[src/rtl/apb_req_arbiter.sv]
// apb_req_arbiter: round-robin arbiter and APB master that shares one APB slave between two requesters
// Optional feature macro: APB_TIMEOUT_EN ends an ACCESS phase with an error after TIMEOUT_CYCLES cycles.
// Ports:
//   PCLK, PRESETn          clock and asynchronous active-low reset
//   req_valid/req_write    per-requester pending flag and direction (bit i = requester i)
//   req_addr/req_wdata     per-requester address and write-data lanes
//   req_ready              one-hot combinational accept strobe, only while idle
//   rsp_valid/rsp_err      one-hot one-cycle completion pulse and its error flag
//   rsp_rdata              read data of the last completion, 0 after writes and timeouts
//   PSELx..PSLVERR         APB master-side pins
module apb_req_arbiter #(
    parameter int ADDR_WIDTH     = 4,
    parameter int DATA_WIDTH     = 128,
    parameter int TIMEOUT_CYCLES = 16
) (
    input  logic                    PCLK,
    input  logic                    PRESETn,
    input  logic [1:0]              req_valid,
    input  logic [1:0]              req_write,
    input  logic [2*ADDR_WIDTH-1:0] req_addr,
    input  logic [2*DATA_WIDTH-1:0] req_wdata,
    output logic [1:0]              req_ready,
    output logic [1:0]              rsp_valid,
    output logic [DATA_WIDTH-1:0]   rsp_rdata,
    output logic                    rsp_err,
    output logic                    PSELx,
    output logic                    PENABLE,
    output logic                    PWRITE,
    output logic [ADDR_WIDTH-1:0]   PADDR,
    output logic [DATA_WIDTH-1:0]   PWDATA,
    input  logic [DATA_WIDTH-1:0]   PRDATA,
    input  logic                    PREADY,
    input  logic                    PSLVERR
);
    typedef enum logic [1:0] {IDLE, SETUP, ACCESS} state_t;

    if (TIMEOUT_CYCLES < 1) begin : g_bad_timeout
        $error("TIMEOUT_CYCLES must be at least 1");
    end

    state_t                  state_q, state_d;
    logic                    last_q, last_d;
    logic                    psel_q, psel_d;
    logic                    penable_q, penable_d;
    logic                    pwrite_q, pwrite_d;
    logic [ADDR_WIDTH-1:0]   paddr_q, paddr_d;
    logic [DATA_WIDTH-1:0]   pwdata_q, pwdata_d;
    logic [1:0]              rsp_valid_q, rsp_valid_d;
    logic                    rsp_err_q, rsp_err_d;
    logic [DATA_WIDTH-1:0]   rsp_rdata_q, rsp_rdata_d;
    logic                    gnt;
    logic                    done;

    // On a tie the requester that was not served last wins.
    assign gnt = (&req_valid) ? ~last_q : req_valid[1];

`ifdef APB_TIMEOUT_EN
    localparam int CW = $clog2(TIMEOUT_CYCLES) + 1;
    localparam logic [CW-1:0] CNT_LAST = CW'(TIMEOUT_CYCLES - 1);
    logic [CW-1:0] cnt_q, cnt_d;
    // A timeout is a completion without PREADY; it reports an error and no data.
    assign done = PREADY || cnt_q == CNT_LAST;
`else
    assign done = PREADY;
`endif

    always_comb begin
        state_d     = state_q;
        last_d      = last_q;
        psel_d      = psel_q;
        penable_d   = penable_q;
        pwrite_d    = pwrite_q;
        paddr_d     = paddr_q;
        pwdata_d    = pwdata_q;
        rsp_valid_d = 2'b00;
        rsp_err_d   = 1'b0;
        rsp_rdata_d = rsp_rdata_q;
        req_ready   = 2'b00;
`ifdef APB_TIMEOUT_EN
        cnt_d       = cnt_q;
`endif
        case (state_q)
            IDLE: if (|req_valid) begin
                req_ready = gnt ? 2'b10 : 2'b01;
                pwrite_d  = req_write[gnt];
                paddr_d   = gnt ? req_addr[2*ADDR_WIDTH-1:ADDR_WIDTH] : req_addr[ADDR_WIDTH-1:0];
                pwdata_d  = gnt ? req_wdata[2*DATA_WIDTH-1:DATA_WIDTH] : req_wdata[DATA_WIDTH-1:0];
                psel_d    = 1'b1;
                penable_d = 1'b0;
                last_d    = gnt;
                state_d   = SETUP;
            end
            SETUP: begin
                penable_d = 1'b1;
                state_d   = ACCESS;
`ifdef APB_TIMEOUT_EN
                cnt_d     = '0;
`endif
            end
            ACCESS: if (done) begin
                psel_d      = 1'b0;
                penable_d   = 1'b0;
                rsp_valid_d = last_q ? 2'b10 : 2'b01;
                rsp_err_d   = !PREADY || PSLVERR;
                rsp_rdata_d = (pwrite_q || !PREADY) ? '0 : PRDATA;
                state_d     = IDLE;
            end else begin
`ifdef APB_TIMEOUT_EN
                cnt_d = cnt_q + 1'b1;
`endif
            end
            default: state_d = IDLE;
        endcase
    end

    always_ff @(posedge PCLK or negedge PRESETn) begin
        if (!PRESETn) begin
            state_q     <= IDLE;
            last_q      <= 1'b1;
            psel_q      <= 1'b0;
            penable_q   <= 1'b0;
            pwrite_q    <= 1'b0;
            paddr_q     <= '0;
            pwdata_q    <= '0;
            rsp_valid_q <= 2'b00;
            rsp_err_q   <= 1'b0;
            rsp_rdata_q <= '0;
`ifdef APB_TIMEOUT_EN
            cnt_q       <= '0;
`endif
        end else begin
            state_q     <= state_d;
            last_q      <= last_d;
            psel_q      <= psel_d;
            penable_q   <= penable_d;
            pwrite_q    <= pwrite_d;
            paddr_q     <= paddr_d;
            pwdata_q    <= pwdata_d;
            rsp_valid_q <= rsp_valid_d;
            rsp_err_q   <= rsp_err_d;
            rsp_rdata_q <= rsp_rdata_d;
`ifdef APB_TIMEOUT_EN
            cnt_q       <= cnt_d;
`endif
        end
    end

    assign PSELx     = psel_q;
    assign PENABLE   = penable_q;
    assign PWRITE    = pwrite_q;
    assign PADDR     = paddr_q;
    assign PWDATA    = pwdata_q;
    assign rsp_valid = rsp_valid_q;
    assign rsp_err   = rsp_err_q;
    assign rsp_rdata = rsp_rdata_q;
endmodule

[config.mk]
export PLATFORM = sky130hd
export DESIGN_NAME = apb_req_arbiter
export DESIGN_NICKNAME = d
export VERILOG_FILES = /design/src/rtl/apb_req_arbiter.sv
export SDC_FILE = /design/constraint.sdc
export NUM_CORES = 1
export LEC_CHECK = 0
export BUFFER_PORTS_ARGS = -buffer_cell sky130_fd_sc_hd__buf_2
export CORE_AREA = 5 5 259 261
export CTS_CLUSTER_DIAMETER = 60
export CTS_CLUSTER_SIZE = 10
export DETAILED_ROUTE_END_ITERATION = 10
export DIE_AREA = 0 0 264 266
export GPL_TIMING_DRIVEN = 0
export PLACE_DENSITY = 0.44
export SYNTH_ARGS = -nofsm -noshare
export SYNTH_HDL_FRONTEND = slang
export SYNTH_SLANG_ARGS = --single-unit
[constraint.sdc]
create_clock -name PCLK -period 2.1 [get_ports PCLK]
set_clock_uncertainty 0.1 [all_clocks]
set_input_delay 0.42 -clock PCLK [delete_from_list [all_inputs] [get_ports PCLK]]
set_output_delay 0.42 -clock PCLK [all_outputs]
set_load 0.02 [all_outputs]
==> flow_summary.json, run 1 <==
{
  "cpMaxStageDelayCell": "dfstp_2",
  "syn_to_final_growth_pct": 65.0,
  "synth_nets": 1504,
  "power.leakage_nw": 9.74,
  "power_density_mw_per_mm2": 1450,
  "max_stage_delay_ps": 570,
  "rrSetupSlack_ps": 90,
  "drt_iter0_drc": 480,
  "fin_util_pct": 29.6,
  "final_cell_area_mm2": 0.0190,
  "vias_per_cell": 4.21,
  "pwr-share-seq_pct": 32.0,
  "vias": 12100,
  "multi_input_area_mm2": 0.00435,
  "gp_congestion": 0.853,
  "dpl.cell_count": 2628,
  "clk_latency_ps": 540,
  "h-tree-depth": 2,
  "synth-main-ff-cell": "dfrtp_1",
  "regToRegStartpoint": "last_q",
  "internal_power_mw": 15.7,
  "path_clk_slew_ps": 60,
  "finalCriticalPeriod_ps": 2300,
  "cp-start-kind": "flip-flop",
  "synth.top_cell.area_share_pct": 58.2,
  "timing.hold.ws_ps": 45.3,
  "status": "complete, but fails checks",
  "synthDistinctLibCells": 29,
  "cts_tree": "built",
  "synth.area.top_cells": "dfrtp_1 (58%), a221o_1 (9.0%), nand2b_1 (7.1%), nand2_1 (6.1%), and3_1 (5.6%)",
  "p_comb_share_pct": 46.6,
  "synth_edf_count": 0,
  "placed_area_mm2": 0.0160,
  "wl_um": 55700,
  "peakVddDrop_v": 0.000624,
  "required_ps": 1580,
  "cts_buffers": 38,
  "crit_path_start": "last_q",
  "synth_commonest_cells": "dfrtp_1 (268), nand2_1 (188), nand2b_1 (130)",
  "grt_max_degree": 110,
  "antenna_found_initial": 11,
  "place_ws_ps": -692,
  "num_rows": 93,
  "drc": 0,
  "totalPowerFinal_mw": 27.5,
  "drv_slew": 0,
  "ant_nets": 0,
  "endpoint_kind": "output port",
  "fin_crit_sh_pct": 109,
  "min_delay_path_depth": 2,
  "syn_area_per_cell_um2": 10.4,
  "seq_area_mm2": 0.00673,
  "core_mm2": 0.0642,
  "synth_most_common_cell": "dfrtp_1",
  "async_flop_share_pct": 100,
  "syn_area_mm2": 0.0115,
  "cts.sinks": 269,
  "nNetsFinal": 2390,
  "dp_hpwl_um": 44200,
  "fmax_ghz": 0.435,
  "maxCapViolations": 0,
  "hold_path.class": "primary input to flip-flop",
  "clockBufferDepth": 3,
  "grt_usage_pct": 15.2,
  "fp.dieW_um": 264,
  "die_h_um": 266,
  "path_cells": "inv_4 -> a2111oi_4 -> clkbuf_8 -> buf_6",
  "p_sw_mw": 11.8,
  "synthCells": 1104,
  "r2r_cells": 7,
  "worstMarginPinSlew_ps": 711,
  "yosysSeqAreaShare_pct": 58.5,
  "fin_tns_setup_ps": -369,
  "switching_share_pct": 42.9,
  "dieArea_mm2": 0.0702,
  "cp_max_fo": 3,
  "crit_arrival_ps": 1780,
  "fillers": 6975,
  "grt_pass1_vias": 13300,
  "clkPwrFrac_pct": 21.4,
  "initial_core_util_pct": 17.9,
  "gr-total-overflow": 0,
  "cts_root_buf": "clkbuf_16",
  "slew_headroom_pct": 52.6,
  "port_buffers": 667,
  "yosysWarnings": 0,
  "holdCritStartpoint": "req_wdata[73]",
  "rsz0062_at_grt": "true",
  "grt_pass1_wl_um": 83400,
  "finalWorstSetupSlack_ps": -197,
  "crit_type": "flip-flop to output port",
  "ios": 668,
  "dr.pass1.iters": 4,
  "drive_gt1_share_pct": 39.7,
  "finalHoldViolCount": 0,
  "synth_top_area_cell": "dfrtp_1",
  "violations": "setup timing",
  "stdcell_count": 2865,
  "wl_per_cell_um": 19.4,
  "setup_violations": 2,
  "ys_ff_latch": 269
}
-- flip-flops by register name (all words and copies together), names as in the netlist --
| name | cells |
|---|---|
| PADDR | 4 |
| PSELx | 1 |
| last_q | 1 |
| rsp_err | 1 |
| PENABLE | 1 |
| PWDATA | 128 |
| state_q | 2 |
| rsp_valid | 2 |
| PWRITE | 1 |
| rsp_rdata | 128 |
-- layer usage --
layer	routed length [µm]	vias up	part of all wire, %	global-route usage (%)
li1	-	5696	-	-
met1	21800	5738	39	17.8
met2	27600	527	50	26.7
met3	4720	92	8.5	4.89
met4	1490	6	2.7	4.22
met5	39	-	0.070	0
-- worst max-delay path, delay by kind of cell (launching register included) --
| kind | cells | cell delay (ps) |
|---|---|---|
| buffers and inverters | 3 | 350 |
| AO/OA/AOI/OAI | 1 | 320 |
| flip-flops | 1 | 570 |
-- cell usage in the layout, fill, tap and decap left out, types with 2 or more instances in the layout --
cell and instances:
buf_2 677, dfrtp_1 268, nand2_1 188, dlygate4sd3_1 164
nand2b_1 130, o21ai_0 129, and3_1 104, a221o_1 104
clkbuf_1 55, clkbuf_16 39, a21oi_1 29, a31oi_1 29
buf_4 19, clkbuf_2 14, clkbuf_4 11, buf_6 9
diode_2 4, inv_6 4, inv_1 3, clkbuf_8 3
nor2_1 2, clkinv_8 2, clkinv_2 2, clkinvlp_4 2
buf_16 2
-- power by group through the flow --
stage / combinational, mW / clock, mW / sequential [mW]
final: 12.8 / 5.87 / 8.79
after global routing: 14.0 / 6.31 / 9.06
after CTS: 13.0 / 6.10 / 8.79
after detailed placement: 12.5 / 0 / 8.80
after global placement: 12.4 / 0 / 8.82
after floorplan: 4.60 / 0 / 11.3
-- cell families after synthesis --
| logic type | Yosys count | synth area share [%] |
|---|---|---|
| multiplexers | 1 | 0.0869 |
| buffers and inverters | 108 | 4.15 |
| AO/OA/AOI/OAI | 296 | 18.0 |
| AND/OR/NAND/NOR | 430 | 19.3 |
| flip-flops | 269 | 58.5 |
-- layout make-up --
| type | count | share of cell area [%] |
|---|---|---|
| diodes | 4 | 0.0527 |
| plain buffers | 102 | 2.78 |
| clock buffers | 45 | 5.36 |
| clock inverters | 11 | 0.533 |
| inverters | 4 | 0.0922 |
| multi-input cells | 727 | 22.9 |
| flip-flops and latches | 269 | 35.4 |
| well taps | 855 | 5.63 |
| repair buffers | 848 | 27.2 |
-- final timing paths --
| kind | end |
|---|---|
| min | PWDATA[73] |
| max reg2reg | PWDATA[89] |
| min reg2reg | rsp_rdata[75] |
| max in group asynchronous | PWDATA[0] |
| max | req_ready[0] |
| min in group asynchronous | rsp_rdata[61] |
-- timing repair --
action | in CTS | in global routing
endpoints found under the hold margin | 231 | 0
gates cloned | 0 | 0
pin swaps | 3 | 3
resized for setup | 24 | 42
buffers inserted | 12 | 3
endpoints found under the setup margin | 263 | 165
hold buffers | 164 | 0
No activity file was read; power rests on OpenSTA's default activity.
==> run 2, diff against run 1 <==
==> config.mk (replaced) <==
export PLATFORM = sky130hd
export DESIGN_NAME = apb_req_arbiter
export DESIGN_NICKNAME = d
export VERILOG_FILES = /design/src/rtl/apb_req_arbiter.sv
export SDC_FILE = /design/constraint.sdc
export NUM_CORES = 1
export LEC_CHECK = 0
export ABC_AREA = 1
export BUFFER_PORTS_ARGS = -buffer_cell sky130_fd_sc_hd__buf_2
export CORE_AREA = 5 5 256 258
export CTS_CLUSTER_DIAMETER = 60
export CTS_CLUSTER_SIZE = 10
export DETAILED_ROUTE_END_ITERATION = 10
export DIE_AREA = 0 0 261 263
export GPL_TIMING_DRIVEN = 0
export PLACE_DENSITY = 0.46
export SYNTH_ARGS = -nofsm -noshare
export SYNTH_HDL_FRONTEND = slang
export SYNTH_SLANG_ARGS = --single-unit
==> run 2 against run 1 <==
The run still ends with setup timing left. Cell count grew 11%. Fmax grew 7.4%. Non-clock buffer count shrank 163. Clock-buffer cell count grew 8. Area after synthesis grew 6.6%. Via count grew 12%. Total power grew 5.2%. Critical endpoint unchanged. Highest routed layer unchanged.
==> flow_summary.json, run 2 <==
{
  "status": "complete, but fails checks",
  "violations": "setup timing",
  "hold_path.class": "primary input to flip-flop",
  "fin_tns_setup_ps": -72.8,
  "r2r_cells": 7,
  "wl_um": 62400,
  "totalPowerFinal_mw": 28.9,
  "drc": 0,
  "vias_per_cell": 4.23,
  "placed_area_mm2": 0.0167,
  "synthXorXnorAreaFrac_pct": 0,
  "maxCapViolations": 0,
  "fp.dieW_um": 261,
  "initial_core_util_pct": 19.6,
  "syn_to_final_growth_pct": 48.0,
  "min_delay_path_depth": 3,
  "final_common_cell": "nand2_1",
  "core_mm2": 0.0627,
  "finalWorstSetupSlack_ps": -40.1,
  "peakVddDrop_v": 0.000447,
  "h-tree-depth": 2,
  "cts_buffers": 39,
  "slew_headroom_pct": 49.3,
  "wl_met2_um": 31700,
  "crit_path_start": "last_q",
  "cts_tree": "built",
  "endpoint_kind": "output port",
  "synth-main-ff-cell": "dfrtp_1",
  "rrSetupSlack_ps": 140,
  "finalHoldViolCount": 0,
  "fin_crit_sh_pct": 102,
  "regToRegStartpoint": "last_q",
  "wl_per_cell_um": 19.6,
  "setup_violations": 2,
  "yosys.area_share.adder_pct": 0,
  "grt_pass1_wl_um": 90300,
  "wl_met1_um": 22700,
  "stdcell_count": 3183,
  "synth_top_area_cell": "dfrtp_1",
  "nNetsFinal": 2705,
  "synth_most_common_cell": "nand2_1",
  "wl_met3_um": 6630,
  "synth_nets": 1991,
  "vias": 13500,
  "synth.area.top_cells": "dfrtp_1 (55%), nand2_1 (27%), nand3_1 (5.4%), o21ai_0 (5.3%), buf_2 (2.3%)",
  "timing.hold.ws_ps": 47.3,
  "async_flop_share_pct": 100,
  "cts_root_buf": "clkbuf_16",
  "synth_compound_area_share_pct": 5.40,
  "crit_type": "flip-flop to output port",
  "power.leakage_nw": 10.4,
  "fin_util_pct": 29.0,
  "crit_arrival_ps": 1620,
  "gr-total-overflow": 0,
  "port_buffers": 666,
  "place_ws_ps": -450,
  "synthDistinctLibCells": 21,
  "dr.pass1.iters": 5,
  "ant_nets": 0,
  "synth_edf_count": 0,
  "syn_area_mm2": 0.0123,
  "yosysSeqAreaShare_pct": 54.8,
  "grt_usage_pct": 17.2,
  "num_rows": 92,
  "worstSetupEndpoint": "req_ready[0]",
  "cts.sinks": 269,
  "die_h_um": 263,
  "fillers": 6920,
  "dieArea_mm2": 0.0686,
  "dpl.cell_count": 3105,
  "power_density_mw_per_mm2": 1590,
  "clk_latency_ps": 530,
  "gp_congestion": 0.937,
  "rsz0062_at_grt": "true",
  "synth_top_family_by_area": "simple AND/OR/NAND/NOR gates",
  "synth_commonest_cells": "nand2_1 (869), dfrtp_1 (268), nand3_1 (133)",
  "cp-start-kind": "flip-flop",
  "worstMarginPinSlew_ps": 761,
  "clockBufferDepth": 3,
  "maxUsedRoutingLayer": "met5",
  "antenna_found_initial": 18,
  "dp_hpwl_um": 50300,
  "ys_ff_latch": 269,
  "grt_pass1_vias": 14100,
  "final_cell_area_mm2": 0.0182,
  "ios": 668,
  "required_ps": 1580,
  "grt_max_degree": 107,
  "drt_iter0_drc": 731,
  "path_clk_slew_ps": 50,
  "cp_max_fo": 4,
  "yosysWarnings": 0,
  "syn_area_per_cell_um2": 7.72,
  "synth-simple-area-share_pct": 34.2,
  "synthMuxAreaShare_pct": 0,
  "finalCriticalPeriod_ps": 2140,
  "drv_slew": 0,
  "synthCells": 1591,
  "layout_common_cells": "nand2_1 (868), buf_2 (717), dfrtp_1 (268)",
  "reg2reg_to": "PWDATA[106]",
  "fmax_ghz": 0.467,
  "drive_gt1_share_pct": 34.8,
  "synth.top_cell.area_share_pct": 54.6
}
[run 2: area by class of cell]
class / count / area, µm² / area share, %
clock buffers: 53 / 1100 / 6.06
well taps: 846 / 1060 / 5.82
diodes: 8 / 20.0 / 0.110
clock inverters: 12 / 175 / 0.963
flip-flops and latches: 269 / 6730 / 37.0
multi-input cells: 1173 / 4920 / 27.0
inverters: 35 / 139 / 0.764
repair buffers: 677 / 3480 / 19.1
plain buffers: 110 / 557 / 3.06
[run 2: routing by layer]
| metal | vias to the layer above | GRT usage, % |
|---|---|---|
| met5 | - | 0 |
| met4 | 18 | 3.64 |
| met3 | 85 | 6.96 |
| met2 | 579 | 31.5 |
| met1 | 6336 | 18.7 |
| li1 | 6441 | - |
[run 2: cells by family after synthesis]
logic type      Yosys count
simple gates           1041
flops                   269
buf+inv                 149
compound gates          132
[run 2: power breakdown]
| part | switching (mW) | internal (mW) | leakage (nW) |
|---|---|---|---|
| combinational | 9.30 | 4.00 | 6.33 |
| sequential | 1.38 | 7.62 | 3.41 |
| clock | 2.45 | 4.15 | 0.627 |
| total | 13.1 | 15.8 | 10.4 |
[run 2: worst max-delay path, stage by stage (launching register included)]
cell and delay (ps):
dfstp_2 580, nand2_8 110, buf_12 150, a21oi_4 110, buf_6 130
[run 2: worst min-delay path by stage]
stage	from	endpoint	slack, ps
floorplan	PRESETn	PADDR[0]	20
global placement	PWDATA[50]	PWDATA[50]	360
detailed placement	PRESETn	rsp_rdata[67]	300
CTS	PRDATA[114]	rsp_rdata[114]	8
global route	PRDATA[114]	rsp_rdata[114]	20
finish	PSLVERR	rsp_err	50
[run 2: repair_timing]
action / 4_1_cts / 5_1_grt
pin swaps: 4 / 3
endpoints found under the setup margin: 77 / 3
cloned: 0 / 0
resized for setup: 20 / 6
hold buffers: 1 / 0
endpoints found under the hold margin: 60 / 0
buffers inserted: 8 / 0
==> run 3, diff against run 2 <==
--- a/config.mk
+++ b/config.mk
@@ -7,13 +7,15 @@
 export LEC_CHECK = 0
 export ABC_AREA = 1
 export BUFFER_PORTS_ARGS = -buffer_cell sky130_fd_sc_hd__buf_2
-export CORE_AREA = 5 5 256 258
+export CELL_PAD_IN_SITES_DETAIL_PLACEMENT = 1
+export CELL_PAD_IN_SITES_GLOBAL_PLACEMENT = 2
+export CORE_AREA = 2 2 264 266
 export CTS_CLUSTER_DIAMETER = 60
 export CTS_CLUSTER_SIZE = 10
 export DETAILED_ROUTE_END_ITERATION = 10
-export DIE_AREA = 0 0 261 263
+export DIE_AREA = 0 0 266 268
 export GPL_TIMING_DRIVEN = 0
-export PLACE_DENSITY = 0.46
+export PLACE_DENSITY = 0.68
 export SYNTH_ARGS = -nofsm -noshare
 export SYNTH_HDL_FRONTEND = slang
 export SYNTH_SLANG_ARGS = --single-unit
==> run 3 against run 2 <==
The run still ends with setup timing left. Critical endpoint is now req_ready[1]. Design area is 1.2% higher. Largest power group unchanged. Worst setup slack improved by 29 ps. Clock-buffer cell count fell by 4. Fmax up 1.3%. First-iteration DRC count shrank 32%. Core utilization shrank 2.0 points. Register-to-register slack got worse by 30 ps.
==> flow_summary.json, run 3 (synthesis results as in run 2) <==
{
  "layout_common_cells": "nand2_1 (868), buf_2 (717), dfrtp_1 (268)",
  "p_sw_mw": 13.3,
  "p_comb_share_pct": 45.8,
  "syn_to_final_growth_pct": 49.8,
  "wl_um": 64000,
  "dr.pass1.iters": 4,
  "grt_pass1_wl_um": 93200,
  "initial_core_util_pct": 18.0,
  "power.leakage_nw": 10.5,
  "power_density_mw_per_mm2": 1600,
  "clk_latency_ps": 560,
  "dpl.cell_count": 3141,
  "stdcell_count": 3230,
  "crit_path_start": "last_q",
  "holdCritStartpoint": "PRDATA[87]",
  "die_h_um": 268,
  "fin_crit_sh_pct": 101,
  "port_buffers": 666,
  "gr-total-overflow": 0,
  "peakVddDrop_v": 0.000556,
  "finalCriticalPeriod_ps": 2110,
  "fillers": 8452,
  "vias": 13500,
  "timing.hold.ws_ps": 42.8,
  "fin_util_pct": 27.0,
  "path_clk_slew_ps": 50,
  "slew_headroom_pct": 52.7,
  "hold_path.class": "primary input to flip-flop",
  "finalWorstSetupSlack_ps": -11.6,
  "ant_nets": 0,
  "pwr-share-seq_pct": 30.5,
  "clockBufferDepth": 3,
  "violations": "setup timing",
  "switching_share_pct": 45.4,
  "cts_buffers": 40,
  "h-tree-depth": 2,
  "nNetsFinal": 2716,
  "ios": 668,
  "dp_hpwl_um": 51500,
  "required_ps": 1580,
  "rsz0062_at_grt": "true",
  "cts_root_buf": "clkbuf_16",
  "final_cell_area_mm2": 0.0184,
  "grt_usage_pct": 17.4,
  "finalHoldViolCount": 0,
  "cp-start-kind": "flip-flop",
  "dieArea_mm2": 0.0713,
  "maxCapViolations": 0,
  "setup_violations": 1,
  "antenna_found_initial": 21,
  "status": "complete, but fails checks",
  "cp_max_fo": 2,
  "crit_arrival_ps": 1590,
  "drc": 0,
  "gp_congestion": 0.875,
  "fp.dieW_um": 266,
  "final_common_cell": "nand2_1",
  "cts_tree": "built",
  "drive_gt1_share_pct": 35.5,
  "grt_pass1_vias": 14800,
  "endpoint_kind": "output port",
  "worstMarginPinSlew_ps": 710,
  "vias_per_cell": 4.18,
  "num_rows": 96,
  "cts.sinks": 269,
  "totalPowerFinal_mw": 29.4,
  "rrSetupSlack_ps": 110,
  "drt_iter0_drc": 497,
  "drv_slew": 0,
  "grt_max_degree": 110,
  "clkPwrFrac_pct": 23.7,
  "crit_type": "flip-flop to output port",
  "core_mm2": 0.0682,
  "placed_area_mm2": 0.0168,
  "regToRegStartpoint": "last_q",
  "internal_power_mw": 16.1,
  "wl_per_cell_um": 19.8,
  "fmax_ghz": 0.474
}
[run 3: worst paths after layout]
check,end,cells past startpoint
max,req_ready[1],5
min,rsp_rdata[87],3
max reg2reg,PWDATA[49],9
max in group asynchronous,PWRITE,3
min in group asynchronous,rsp_rdata[66],2
min reg2reg,PWDATA[73],2
[run 3: routing by layer]
layer / global-route usage [%] / vias to the layer above / wire, µm
met5: 0 / - / 142
met1: 19.2 / 6428 / 24700
li1: - / 6455 / -
met3: 6.36 / 100 / 5530
met2: 31.4 / 490 / 32100
met4: 4.71 / 24 / 1570
[run 3: what timing repair did]
item / in CTS / in global routing
setup buffers: 11 / 0
setup endpoints to repair: 69 / 69
hold buffers: 9 / 0
endpoints found under the hold margin: 65 / 0
pin swaps: 2 / 3
resized for setup: 23 / 25
gates cloned: 0 / 0
[run 3: critical path, cell delays in order (launching register included)]
cell     delay, ps
dfstp_2        580
nand2_8         70
buf_12         140
nand2_8         70
nor2_2          50
buf_6          130
[run 3: final cells by class]
class	count	area [µm²]	share of cell area [%]
Sequential cell	269	6730	36.6
Timing Repair Buffer	688	3600	19.5
Inverter	35	139	0.755
Antenna cell	9	22.5	0.122
Clock inverter	16	259	1.41
Tap cell	882	1100	6.00
Buffer	109	558	3.03
Clock buffer	49	1080	5.85
Multi-Input combinational cell	1173	4920	26.7
[run 3: through the flow]
stage	setup TNS, ps	setup slack, ps
floorplan	0	210
global placement	-1341880	-5020
detailed placement	-9170	-321
CTS	-147	-75.9
global route	-155	-83.3
finish	-11.6	-11.6
[run 3: power by group through the flow]
stage          logic [mW]  registers (mW)  clock network, mW
5_1_grt              14.9            9.26               7.43
6_report             13.5            8.95               6.97
4_1_cts              13.9            8.97               7.25
3_3_place_gp         13.4            8.92                  0
3_5_place_dp         13.6            8.99                  0
2_1_floorplan        4.59            11.8                  0
